**config.mk**
```make
export PLATFORM = sky130hd
export DESIGN_NAME = integer_multiplier_seq_flat
export DESIGN_NICKNAME = d
export VERILOG_FILES = /design/src/rtl/integer_multiplier_seq_pkg.sv /design/src/rtl/integer_multiplier_seq_if.sv /design/src/rtl/integer_multiplier_seq_dp.sv /design/src/rtl/integer_multiplier_seq.sv /design/src/flat_wrapper.sv
export SDC_FILE = /design/constraint.sdc
export NUM_CORES = 1
export LEC_CHECK = 0
export CAP_MARGIN = 20
export CORE_UTILIZATION = 55
export DETAILED_ROUTE_END_ITERATION = 10
export PLACE_DENSITY_LB_ADDON = 0.08
export SETUP_SLACK_MARGIN = 0.02
export SYNTH_ARGS = -nofsm -noshare
export SYNTH_HDL_FRONTEND = slang
export SYNTH_HIERARCHICAL = 1
export SYNTH_SLANG_ARGS = --single-unit
```
**constraint.sdc**
```tcl
create_clock -name CLK -period 5.5 [get_ports CLK]
set_input_delay 0.825 -clock CLK [delete_from_list [all_inputs] [get_ports CLK]]
set_output_delay 0.825 -clock CLK [all_outputs]
set_load 0.02 [all_outputs]
```
**src/rtl/integer_multiplier_seq_pkg.sv**
```systemverilog
// Shared definitions for the sequential shift-add multiplier:
// the state encoding exposed on CS and the iteration counter width.
package integer_multiplier_seq_pkg;

    localparam int CS_W  = 3;
    localparam int CNT_W = 4;

    typedef enum logic [CS_W-1:0] {
        S_IDLE  = 3'd0,
        S_LOAD  = 3'd1,
        S_CHK   = 3'd2,
        S_ADD   = 3'd3,
        S_SHIFT = 3'd4,
        S_DONE  = 3'd5
    } state_t;

endpackage

```
**src/rtl/integer_multiplier_seq_if.sv**
```systemverilog
// Go/Done/CS handshake bundle between the calculator and the multiplier.
interface integer_multiplier_seq_if #(
    parameter int W = 4
);
    import integer_multiplier_seq_pkg::*;

    logic              Go;
    logic [W-1:0]      Multiplicand;
    logic [W-1:0]      Multiplier;
    logic [2*W-1:0]    Product;
    logic              Ovf;
    logic              Done;
    logic [CS_W-1:0]   CS;

    modport master (
        output Go, Multiplicand, Multiplier,
        input  Product, Ovf, Done, CS
    );

    modport slave (
        input  Go, Multiplicand, Multiplier,
        output Product, Ovf, Done, CS
    );

endinterface

```
**src/rtl/integer_multiplier_seq_dp.sv**
```systemverilog
// Multiplier datapath: shifted multiplicand, multiplier shift register,
// accumulator, iteration counter and the held result registers.
module integer_multiplier_seq_dp
    import integer_multiplier_seq_pkg::*;
#(
    parameter int W = 4
) (
    input  logic             CLK,
    input  logic             RST,
    input  logic             ld_ops,
    input  logic             clr_p,
    input  logic             add_en,
    input  logic             shift_en,
    input  logic             res_ld,
    input  logic [W-1:0]     a,
    input  logic [W-1:0]     b,
    output logic             q_lsb,
    output logic             cnt_zero,
    output logic [2*W-1:0]   product,
    output logic             ovf
);

    logic [2*W-1:0]   ms;
    logic [W-1:0]     q;
    logic [2*W-1:0]   p;
    logic [CNT_W-1:0] cnt;

    // Control strobes are mutually exclusive per state, so no priority is needed.
    always_ff @(posedge CLK or negedge RST) begin
        if (!RST) begin
            ms      <= '0;
            q       <= '0;
            p       <= '0;
            cnt     <= '0;
            product <= '0;
            ovf     <= 1'b0;
        end else begin
            if (ld_ops) begin
                ms <= {{W{1'b0}}, a};
                q  <= b;
            end
            if (clr_p) begin
                p   <= '0;
                cnt <= CNT_W'(W);
            end
            if (add_en) begin
                p <= p + ms;
            end
            if (shift_en) begin
                ms  <= ms << 1;
                q   <= q >> 1;
                cnt <= cnt - 4'd1;
            end
            if (res_ld) begin
                product <= p;
                ovf     <= |p[2*W-1:W];
            end
        end
    end

    assign q_lsb    = q[0];
    assign cnt_zero = (cnt == '0);

endmodule

```
**src/rtl/integer_multiplier_seq.sv**
```systemverilog
// Sequential shift-add unsigned multiplier: control FSM around the datapath.
//   state | meaning
//   IDLE  | wait for Go, capture operands
//   LOAD  | clear accumulator, load bit counter
//   CHK   | test remaining bits and multiplier LSB
//   ADD   | accumulate shifted multiplicand
//   SHIFT | advance to next multiplier bit
//   DONE  | result valid, hold until Go drops
module integer_multiplier_seq
    import integer_multiplier_seq_pkg::*;
#(
    parameter int W = 4
) (
    input  logic                      CLK,
    input  logic                      RST,
    integer_multiplier_seq_if.slave   bus
);

    state_t state, state_nxt;
    logic   ld_ops, clr_p, add_en, shift_en, res_ld;
    logic   q_lsb, cnt_zero;

    always_ff @(posedge CLK or negedge RST) begin
        if (!RST) begin
            state <= S_IDLE;
        end else begin
            state <= state_nxt;
        end
    end

    always_comb begin
        state_nxt = state;
        ld_ops    = 1'b0;
        clr_p     = 1'b0;
        add_en    = 1'b0;
        shift_en  = 1'b0;
        res_ld    = 1'b0;
        case (state)
            S_IDLE: begin
                if (bus.Go) begin
                    ld_ops    = 1'b1;
                    state_nxt = S_LOAD;
                end
            end
            S_LOAD: begin
                clr_p     = 1'b1;
                state_nxt = S_CHK;
            end
            S_CHK: begin
                if (cnt_zero) begin
                    res_ld    = 1'b1;
                    state_nxt = S_DONE;
                end else if (q_lsb) begin
                    state_nxt = S_ADD;
                end else begin
                    state_nxt = S_SHIFT;
                end
            end
            S_ADD: begin
                add_en    = 1'b1;
                state_nxt = S_SHIFT;
            end
            S_SHIFT: begin
                shift_en  = 1'b1;
                state_nxt = S_CHK;
            end
            S_DONE: begin
                // Level-held Go keeps us here so it cannot retrigger a new run.
                if (!bus.Go) begin
                    state_nxt = S_IDLE;
                end
            end
            default: state_nxt = S_IDLE;
        endcase
    end

    integer_multiplier_seq_dp #(.W(W)) u_dp (
        .CLK      (CLK),
        .RST      (RST),
        .ld_ops   (ld_ops),
        .clr_p    (clr_p),
        .add_en   (add_en),
        .shift_en (shift_en),
        .res_ld   (res_ld),
        .a        (bus.Multiplicand),
        .b        (bus.Multiplier),
        .q_lsb    (q_lsb),
        .cnt_zero (cnt_zero),
        .product  (bus.Product),
        .ovf      (bus.Ovf)
    );

    assign bus.Done = (state == S_DONE);
    assign bus.CS   = state;

endmodule

```
**src/flat_wrapper.sv**
```systemverilog
// flat-port wrapper written by rule: the top's interface ports become plain ports
module integer_multiplier_seq_flat import integer_multiplier_seq_pkg::*;
#(
    parameter int W = 4
)
  (CLK, RST, bus_Go, bus_Multiplicand, bus_Multiplier, bus_Product, bus_Ovf, bus_Done, bus_CS);
  integer_multiplier_seq_if #(.W(W)) bus_i ();
  input  logic CLK;
  input  logic RST;
  input wire logic [$bits(bus_i.Go)-1:0] bus_Go;
  input wire logic [$bits(bus_i.Multiplicand)-1:0] bus_Multiplicand;
  input wire logic [$bits(bus_i.Multiplier)-1:0] bus_Multiplier;
  output wire logic [$bits(bus_i.Product)-1:0] bus_Product;
  output wire logic [$bits(bus_i.Ovf)-1:0] bus_Ovf;
  output wire logic [$bits(bus_i.Done)-1:0] bus_Done;
  output wire logic [$bits(bus_i.CS)-1:0] bus_CS;
  assign bus_i.Go = bus_Go;
  assign bus_i.Multiplicand = bus_Multiplicand;
  assign bus_i.Multiplier = bus_Multiplier;
  assign bus_Product = bus_i.Product;
  assign bus_Ovf = bus_i.Ovf;
  assign bus_Done = bus_i.Done;
  assign bus_CS = bus_i.CS;
  integer_multiplier_seq #(.W(W)) u_core (.CLK(CLK), .RST(RST), .bus(bus_i));
endmodule
```
# --- After elaboration in Yosys (flattened, before gate mapping) ---
# Index checks and enable logic that the tools add are counted.
op_classes:
  addsub: 2
  n_eq_ne: 7
  n_mux: 20
  reduce_logical: 8
ops:
  columns: ["operator", "n"]
  rows:
  - ["two-way mux 8 bit", 4]
  - ["two-way mux 4 bit", 4]
  - ["case mux 3 bit (5 select lines)", 1]
  - ["two-way mux 3 bit", 4]
  - ["adder 8 bit", 1]
  - ["two-way mux 1 bit", 7]
  - ["== test 3 x 2 -> 1 bit (second input constant)", 2]
  - ["== test 3 bit (second input constant)", 2]
  - ["nonzero test 2 bit", 3]
  - ["zero test 4 bit", 1]
  - ["!= test 2 bit (second input constant)", 2]
  - ["OR reduction 4 bit", 1]
  - ["subtractor 4 x 1 -> 4 bit (second input constant)", 1]
  - ["== test 3 x 1 -> 1 bit (second input constant)", 1]
  - ["zero test 3 bit", 1]
  - ["AND reduction 2 bit", 1]
  - ["OR reduction 2 bit", 1]
totals:
  reg_bits: 36
  inputBits: 11
  output_inout_bits: 13

# --- Longest topological paths before layout ---
# Gate-level depths: netlist of the first run.
logic_depth:
  depth_word: 4
  ltp_mapped: 8
  mapped_depth_nobuf: 7

# --- Modules after synthesis ---
# Netlist of the first run, hierarchy kept.
by_module_without_submodules:
  columns: ["module", "instances", "cells_each", "area_each_um2", "seq_area_each_um2"]
  rows:
  - ["integer_multiplier_seq_dp", 1, 155, 1670.4, 825.8]
  - ["integer_multiplier_seq", 1, 21, 217.7, 75.1]

# --- Least setup slack after synthesis of the first run ---
# OpenSTA, ideal clock, no wires.
synth_path:
  path_type: "input-to-reg"
  from: "in bus_Go"
  to: "reg u_core.u_dp.ms[1]"
  setup_ns: 0.135
  t_arrival_ns: 1.707
  slack_ns: 3.658
  stages: 4
  path_buffers: 1
  path_cell_list: "nor4b_1 -> buf_2 -> mux2i_1 -> o21ai_0"
synth_between:
  elab_chain_cells: 3
synth_rtl:
  columns: ["element", "line", "rtl"]
  rows:
  - ["from (decl)", "flat_wrapper.sv:10", "input wire logic [$bits(bus_i.Go)-1:0] bus_Go;"]
  - ["two-way mux 1 bit", "integer_multiplier_seq.sv:40", "if (bus.Go) begin"]
  - ["two-way mux 1 bit", "integer_multiplier_seq.sv:38", "case (state)"]
  - ["nonzero test 2 bit (no source line)", null, null]
  - ["to (signal assigned)", "integer_multiplier_seq_dp.sv:39", "ms <= {{W{1'b0}}, a};"]
  - ["to (signal assigned)", "integer_multiplier_seq_dp.sv:50", "ms <= ms << 1;"]
  - ["to (decl)", "integer_multiplier_seq_dp.sv:23", "logic [2*W-1:0] ms;"]
# Every way passes these cells.
# A chain may end at the register's enable or synchronous reset.

# --- Worst setup path after layout of the first run ---
layout_path:
  from: "reg u_core.state[1], in the netlist u_core/bus.CS[1]"
  to: "out bus_Done"
layout_between:
  elab_chain_cells: 1
layout_rtl:
  columns: ["element", "line", "rtl"]
  rows:
  - ["from (decl)", "integer_multiplier_seq.sv:19", "state_t state, state_nxt;"]
  - ["from (signal assigned)", "integer_multiplier_seq.sv:27", "state <= state_nxt;"]
  - ["== test 3 bit", "integer_multiplier_seq.sv:93", "assign bus.Done = (state == S_DONE);"]
  - ["to (decl)", "flat_wrapper.sv:15", "output wire logic [$bits(bus_i.Done)-1:0] bus_Done;"]
# Every way passes these cells.

==> impl_metrics.tcl, run 1 <==
set metrics [dict create \
    final_hold_viol_count 0 \
    io_pins 24 \
    p_clk_share_pct 13.2 \
    fillCellCount 270 \
    path_cells "and3b_2 -> clkdlybuf4s50_1" \
    relSlewSlack_pct 45.9 \
    die_area_um2 3670 \
    fin_nets 223 \
    clock-sinks 36 \
    synthToLayoutAreaGrowth_pct 18.6 \
    drive_gt1_share_pct 14.7 \
    grt_use_met3_pct 7.25 \
    crit_buf_inv 1 \
    viasPerCell 6.08 \
    power.density_nw_per_um2 509 \
    cp_slowest_cell "clkdlybuf4s50_1" \
    ant_nets 0 \
    critPathArrivalTime_ns 1.73 \
    yosys_warnings 6 \
    drtIter0Drc 64 \
    stdcell_count 248 \
    cts_buffer_depth 2 \
    finalClockSkew_ns 0.00966 \
    die_h_um 60.6 \
    worstSetupStartpointType "flip-flop" \
    min_period_ns 2.56 \
    grt_overflow 0 \
    multi_input_area_um2 927 \
    setup_viol 0 \
    timing.setup.tns_ns 0 \
    synth_edf_count 0 \
    drc 0 \
    fin_crit_sh_pct 46.5 \
    required_ns 4.68 \
    rsz0062_at_grt "no" \
    cts_inserted_buffers 5 \
    power.share.combinational_pct 46.5 \
    core_area_um2 3150 \
    cts_tree "done" \
    grt_pass1_wl_mm 6.49 \
    drv_slew 0 \
    track_usage_pct 24.4 \
    seqPwrFrac_pct 40.4 \
    netlist_area_um2 1890 \
    worstMarginPinSlew_ns 0.808 \
    status "complete, no violations" \
    totalWireLength_mm 3.76 \
    avgSynthCellArea_um2 10.7 \
    ys.flop_type "dfrtp_1" \
    initial_utilization_pct 59.9 \
    grt_use_met1_pct 29.9 \
    finalWeightedCongestion 0.868 \
    post_cts_resized 0 \
    fmax_mhz 391 \
    clk_latency_ns 0.34 \
    max_cap_violations 0 \
    dp_cells 239 \
    antennaDiodeCount 0 \
    rows 20 \
    antenna_found_initial 0 \
    wl_per_cell_um 15.2 \
    grtUsageMet2_pct 40.2 \
    postSynthCellCount 176 \
    grt_max_degree 37 \
    synth_cell_types 44 \
    netSwitchingPower_uw 465 \
    critical-path-top-delay-family "buffers and inverters" \
    die_x_um 60.6 \
    cts-root-buf "clkbuf_4" \
    max_stage_delay_ns 0.60 \
    holdCritPathClass "flip-flop to flip-flop" \
    grt-busiest-layer "met2" \
    io_buffers 23 \
    worstSetupPathType "flip-flop to output port" \
    ctsHoldBuffers 0 \
    sw_frac_of_total_pct 40.8 \
    grt_pass1_vias 1454 \
    first_pass_iters 4 \
    ys_seq_area_share_pct 47.7 \
    syn-num-nets 196 \
    cts_setup_buffers 0 \
    synth_seq_cells 36 \
    intPower_uw 674 \
    ff_latch_area_um2 901 \
    path_max_fanout 10 \
    htree_num_levels 2 \
    endpoint_kind "output port" \
    path_clk_slew_ns 0.11 \
    num_vias 1507 \
    p_leak_nw 0.974 \
    async_flop_share_pct 100 \
    ir_worst_vdd_uv 281 \
    dpl.hpwl_mm 2.65 \
]
==> path summary, 6_finish.rpt <==
kind	startpoint	endpoint	slack, ns	depth (start not counted)
max	u_core/bus.CS[1]	bus_Done	2.94	2
min	u_core/u_dp/q[2]	u_core/u_dp/q[1]	0.50	2
max reg2reg	u_core/u_dp/cnt[0]	u_core/u_dp/product[6]	3.09	6
min reg2reg	u_core/u_dp/q[2]	u_core/u_dp/q[1]	0.50	2
max in group asynchronous	RST	u_core/u_dp/p[5]	4.30	2
min in group asynchronous	RST	u_core/bus.CS[0]	0.87	2
==> registers in the layout, indices dropped and copies added, names as in the netlist <==
register and flops:
u_core/u_dp/ms 8, u_core/u_dp/cnt 4, u_core/u_dp/p 8, u_core/bus.CS 3, u_core/u_dp/ovf 1, u_core/u_dp/q 4
u_core/u_dp/product 8
==> cell usage after synthesis, types with 4 or more instances <==
cell type | count | area [µm²]
xnor2_1 | 4 | 35.0
inv_1 | 10 | 37.5
nor3_1 | 4 | 20.0
nor2_1 | 10 | 37.5
mux2i_1 | 8 | 80.1
dfrtp_1 | 36 | 901
nand2_1 | 16 | 60.1
mux2_2 | 8 | 90.1
ha_1 | 8 | 100
a211oi_1 | 4 | 30.0
o21ai_0 | 17 | 85.1
a22o_1 | 4 | 35.0
==> worst reg2reg max path: cells and delay by family (launching register included) <==
| family | cells | cell delay (ns) |
|---|---|---|
| simple gates | 2 | 1.12 |
| flops | 1 | 0.42 |
| mux | 1 | 0.42 |
| fa+ha+maj | 1 | 0.17 |
| buf+inv | 2 | 0.15 |
==> metal layers <==
layer | vias to the layer above | routed length (µm) | share of wire, %
li1 | 701 | - | -
met1 | 735 | 1650 | 44
met2 | 60 | 1830 | 49
met3 | 11 | 212 | 5.6
met4 | 0 | 65 | 1.7
met5 | - | 0 | 0
==> power groups by stage <==
stage | Combinational (mW) | Clock, mW | Sequential, mW
6_report | 0.529 | 0.150 | 0.460
5_1_grt | 0.585 | 0.167 | 0.475
4_1_cts | 0.524 | 0.154 | 0.461
3_5_place_dp | 0.518 | 0 | 0.467
3_3_place_gp | 0.500 | 0 | 0.460
2_1_floorplan | 0.340 | 0 | 0.477
==> cell usage in the layout, fill, tap and decap left out, types with 5 or more instances in the layout <==
master | synthesis | layout
nand2_1 | 16 | 16
o21ai_0 | 17 | 17
ha_1 | 8 | 8
mux2_2 | 8 | 8
clkdlybuf4s50_1 | 0 | 23
inv_1 | 10 | 10
dfrtp_1 | 36 | 36
nor2_1 | 10 | 10
mux2i_1 | 8 | 8
clkbuf_4 | 0 | 5
==> cells by family (layout without fill, tap and decap cells) <==
kind of cell               count (synthesis)  in the layout  synth area share, %
AOI/OAI and AO/OA                         45             45                 16.8
and+or+nand+nor                           49             49                 14.0
DFF                                       36             36                 47.7
xor gates and xnor gates                   5              5                 2.32
buffers and inverters                     16             44                 3.78
adders and majority gates                  9              9                 6.36
muxes                                     16             16                 9.01
==> layout make-up <==
cell class | instances | share of cell area [%]
inverters | 10 | 1.68
repair buffers | 26 | 11.5
well taps | 44 | 2.46
clock inverters | 2 | 0.447
flip-flops and latches | 36 | 40.2
clock buffers | 6 | 2.29
multi-input cells | 124 | 41.4
==> through the flow <==
step	hold WS (ns)	total power [mW]	instance area, µm²	util (%)	worst slack (ns)
2_1_floorplan	0.452	0.816	1890	-	3.66
3_3_place_gp	0.465	0.960	2170	68.7	3.16
3_5_place_dp	0.474	0.985	2170	68.7	3.13
4_1_cts	0.504	1.14	2230	70.6	2.93
5_1_grt	0.526	1.23	2240	71.0	2.87
6_report	0.498	1.14	2240	71.0	2.94
Power figures use the tool's default switching activity.
==> run 2: changes to the inputs <==
--- a/config.mk
+++ b/config.mk
@@ -6,7 +6,7 @@
 export NUM_CORES = 1
 export LEC_CHECK = 0
 export CAP_MARGIN = 20
-export CORE_UTILIZATION = 55
+export CORE_UTILIZATION = 54
 export DETAILED_ROUTE_END_ITERATION = 10
 export PLACE_DENSITY_LB_ADDON = 0.08
 export SETUP_SLACK_MARGIN = 0.02
==> constraint.sdc (replaced) <==
create_clock -name CLK -period 2.5 [get_ports CLK]
set_input_delay 0.375 -clock CLK [delete_from_list [all_inputs] [get_ports CLK]]
set_output_delay 0.375 -clock CLK [all_outputs]
set_load 0.02 [all_outputs]
==> impl_metrics.tcl, run 2 (synthesis gave the netlist of run 1 again) <==
set metrics [dict create \
    status "complete, no violations" \
    final_common_cell "dfrtp_1" \
    core_area_um2 3340 \
    setup_viol 0 \
    drv_slew 0 \
    viasPerCell 5.69 \
    totalWireLength_mm 3.62 \
    first_pass_iters 4 \
    antenna_found_initial 0 \
    clock-sinks 36 \
    fin_crit_sh_pct 83.8 \
    cts_tree "done" \
    htree_num_levels 2 \
    worstSetupPathType "flip-flop to output port" \
    cts_buffer_depth 2 \
    grt_max_degree 37 \
    io_pins 24 \
    post_cts_resized 0 \
    track_usage_pct 23.4 \
    grt_overflow 0 \
    synthToLayoutAreaGrowth_pct 19.2 \
    worstSetupStartpointType "flip-flop" \
    finalWeightedCongestion 0.836 \
    initial_utilization_pct 56.6 \
    holdCritPathClass "input pin to async pin" \
    num_vias 1435 \
    drive_gt1_share_pct 14.6 \
    die_h_um 61.1 \
    final_hold_viol_count 0 \
    required_ns 2.12 \
    p_leak_nw 0.978 \
    ant_nets 0 \
    fillCellCount 285 \
    fin_nets 225 \
    clk_latency_ns 0.34 \
    antennaDiodeCount 0 \
    drtIter0Drc 97 \
    rsz0062_at_grt "no" \
    critPathArrivalTime_ns 1.72 \
    worstMarginPinSlew_ns 0.603 \
    largestRegisters "u_core/u_dp/ms: 8 flops, u_core/u_dp/p: 8 flops, u_core/u_dp/product: 8 flops" \
    drc 0 \
    die_x_um 61.1 \
    grt_pass1_vias 1282 \
    ctsHoldBuffers 0 \
    timing.setup.tns_ns 0 \
    cts_inserted_buffers 5 \
    cts-root-buf "clkbuf_4" \
    finalClockSkew_ns 0.00638 \
    grt_pass1_wl_mm 6.17 \
    min_period_ns 2.10 \
    io_buffers 23 \
    stdcell_count 252 \
    fmax_mhz 477 \
    finalWorstSetupSlack_ns 0.405 \
    ff_latch_area_um2 901 \
    ir_worst_vdd_uv 565 \
    final_cell_mix "dfrtp_1, clkdlybuf4s50_1, o21ai_0, nand2_1" \
    final_util_pct 67.4 \
    dpl.hpwl_mm 2.51 \
    wl_per_cell_um 14.4 \
    endpoint_kind "output port" \
    path_max_fanout 10 \
    reg2reg_depth 7 \
    dp_cells 244 \
    rows 21 \
    relSlewSlack_pct 59.7 \
    die_area_um2 3740 \
    path_clk_slew_ns 0.10 \
    multi_input_area_um2 927 \
    dp_slack_ns 0.531 \
    power.density_nw_per_um2 1110 \
    cts_setup_buffers 0 \
    max_cap_violations 0 \
]
## run 2: cell types whose count changed in the layout (fill, tap and decap cells not counted), sizes merged
cell and delta:
buf +2, clkbuf +2, clkinv -2
## run 2: final cells by class
class,count,area share [%]
inverter,10,1.67
timing repair buffer,28,11.9
sequential,36,40.0
clock buffer,8,2.61
tap,46,2.56
multi-input combinational,124,41.2
## run 2: through the flow
stage                     cell area [µm²]  hold WS (ns)  total power [mW]
after floorplan                      1890        0.0794              1.80
after global placement               2190         0.463              2.13
after detailed placement             2190         0.476              2.18
after CTS                            2250         0.445              2.51
after global routing                 2250         0.476              2.71
final                                2250         0.445              2.49
## run 2: power by group
part | internal [mW] | switching [mW]
logic | 0.552 | 0.607
registers | 0.801 | 0.209
clock network | 0.139 | 0.187
## run 2: worst paths after layout
check	from	end	slack [ns]
max reg2reg	u_core/u_dp/cnt[0]	u_core/u_dp/product[4]	0.54
max	u_core/bus.CS[1]	bus_Done	0.40
min	RST	u_core/u_dp/cnt[2]	0.45
min reg2reg	u_core/u_dp/q[3]	u_core/u_dp/q[2]	0.49
max in group asynchronous	RST	u_core/u_dp/q[2]	1.74
min in group CLK	u_core/u_dp/q[3]	u_core/u_dp/q[2]	0.49
## run 2: metal layers
layer | vias to the layer above | GRT usage, % | wire [µm]
met2 | 38 | 34.5 | 1690
met1 | 694 | 32.8 | 1690
met3 | 5 | 6.51 | 186
met4 | 0 | 9.42 | 60
met5 | - | 0 | 0
li1 | 698 | - | -
## run 2: worst max-delay path: stages, from the launching register on
cell             delay (ns)
dfrtp_1                0.50
and3b_2                0.29
clkdlybuf4s50_1        0.60
==> run 3: changes to the inputs <==
--- a/config.mk
+++ b/config.mk
@@ -6,7 +6,7 @@
 export NUM_CORES = 1
 export LEC_CHECK = 0
 export CAP_MARGIN = 20
-export CORE_UTILIZATION = 54
+export CORE_UTILIZATION = 49
 export DETAILED_ROUTE_END_ITERATION = 10
 export PLACE_DENSITY_LB_ADDON = 0.08
 export SETUP_SLACK_MARGIN = 0.02
==> constraint.sdc (replaced) <==
create_clock -name CLK -period 1.8 [get_ports CLK]
set_input_delay 0.27 -clock CLK [delete_from_list [all_inputs] [get_ports CLK]]
set_output_delay 0.27 -clock CLK [all_outputs]
set_load 0.02 [all_outputs]
==> impl_metrics.tcl, run 3 (synthesis gave the netlist of run 1 again) <==
set metrics [dict create \
    status "complete, no violations" \
    required_ns 1.97 \
    totalWireLength_mm 3.83 \
    regToRegEndpoint "u_core/u_dp/product[3]" \
    initial_utilization_pct 51.2 \
    worstSetupStartpointType "flip-flop" \
    worstSetupPathType "flip-flop to flip-flop" \
    track_usage_pct 20.8 \
    reg2reg_depth 4 \
    final_common_cell "dfrtp_1" \
    cts_inserted_buffers 5 \
    path_clk_slew_ns 0.07 \
    drive_gt1_share_pct 20.3 \
    grt_overflow 0 \
    min_period_ns 1.73 \
    relSlewSlack_pct 69.9 \
    wl_per_cell_um 14.7 \
    first_pass_iters 4 \
    die_x_um 64.1 \
    cts_tree "done" \
    finalClockSkew_ns 0.00615 \
    endpoint_kind "flip-flop" \
    num_vias 1451 \
    ir_worst_vdd_uv 815 \
    die_area_um2 4110 \
    rows 22 \
    worstMarginPinSlew_ns 0.452 \
    dpl_cell_area_um2 2250 \
    final_util_pct 65.1 \
    core_area_um2 3690 \
    fin_total_pwr_mw 3.96 \
    path_cells "or3b_4 -> nor2_1 -> buf_6 -> mux2_2" \
    critPathArrivalTime_ns 1.89 \
    crit_buf_inv 1 \
    holdCritPathClass "input pin to async pin" \
    die_h_um 64.1 \
    path_max_fanout 10 \
    ant_nets 0 \
    grt_pass1_wl_mm 6.47 \
    clock-sinks 36 \
    cts-root-buf "clkbuf_8" \
    cp_slowest_cell "dfrtp_1" \
    grt_max_degree 37 \
    fin_crit_sh_pct 96.0 \
    dpl.hpwl_mm 2.68 \
    whs_ns 0.398 \
    timing.setup.tns_ns 0 \
    fmax_mhz 578 \
    drv_slew 0 \
    fin_area_um2 2400 \
    viasPerCell 5.58 \
    setup_viol 0 \
    p_leak_nw 1.05 \
    finalWeightedCongestion 0.838 \
    drc 0 \
    io_buffers 23 \
    fin_nets 231 \
    clk_latency_ns 0.28 \
    final_hold_viol_count 0 \
    synthToLayoutAreaGrowth_pct 27.2 \
    max_cap_violations 0 \
    largestRegisters "u_core/u_dp/ms: 8 flops, u_core/u_dp/p: 8 flops, u_core/u_dp/product: 8 flops" \
    max_stage_delay_ns 0.50 \
    rsz0062_at_grt "no" \
    drtIter0Drc 72 \
    reg2reg_setup_slack_ns 0.07 \
    antenna_found_initial 0 \
    grt_pass1_vias 1428 \
    critical-path-top-delay-family "simple AND/OR/NAND/NOR gates" \
    power.density_nw_per_um2 1650 \
    final_cell_mix "dfrtp_1, clkdlybuf4s50_1, o21ai_0, nand2_1" \
    reg2reg_from "u_core/bus.CS[1]" \
    antennaDiodeCount 0 \
    htree_num_levels 2 \
    cts_buffer_depth 2 \
    io_pins 24 \
]
## run 3: changes by cell type in the layout (fill, tap and decap cells not counted), moves of 2 or more
cell,change
clkbuf_4,-5
clkbuf_8,+6
clkbuf_1,-2
buf_4,+4
## run 3: per-layer routing
metal,vias up,global-route usage (%),share of wire [%]
met5,-,0,0
met4,0,6.53,0.97
met3,4,5.54,3.3
met2,30,32.8,47
met1,705,27.9,48
li1,712,-,-
## run 3: power breakdown
part	internal, mW	switching [mW]
clock	0.489	0.291
sequential	1.12	0.286
combinational	0.874	0.901
total	2.48	1.48
## run 3: how the worst max path moves through the flow
stage,from,to,slack (ns),cells after the start
3_3_place_gp,u_core/u_dp/ms[0],u_core/u_dp/p[6],0.04,6
5_1_grt,u_core/u_dp/cnt[0],u_core/u_dp/product[1],0.01,7
2_1_floorplan,u_core/u_dp/cnt[0],u_core/u_dp/product[0],0.02,7
4_1_cts,u_core/u_dp/cnt[0],u_core/u_dp/product[3],0.03,7
6_report,u_core/bus.CS[1],u_core/u_dp/product[3],0.07,4
3_5_place_dp,u_core/u_dp/ms[0],u_core/u_dp/p[6],0.007,6
## run 3: layout make-up
type | instances | area [µm²]
fillers | 304 | 1290
clock inverters | 1 | 30.0
inverters | 10 | 37.5
flip-flops and latches | 36 | 902
multi-input cells | 124 | 948
repair buffers | 34 | 328
clock buffers | 7 | 96.3
well taps | 48 | 60.1
## run 3: timing repair
item | CTS | global route
pin swaps | 0 | 2
resized for setup | 2 | 6
hold buffers | 0 | 0
setup buffers | 0 | 0
setup endpoints to repair | 2 | 11
## run 3: stage by stage
stage	std cells	setup WS (ns)
2_1_floorplan	176	0.0229
3_3_place_gp	252	0.0407
3_5_place_dp	252	0.00726
4_1_cts	260	0.0289
5_1_grt	260	0.0149
6_report	260	0.0713
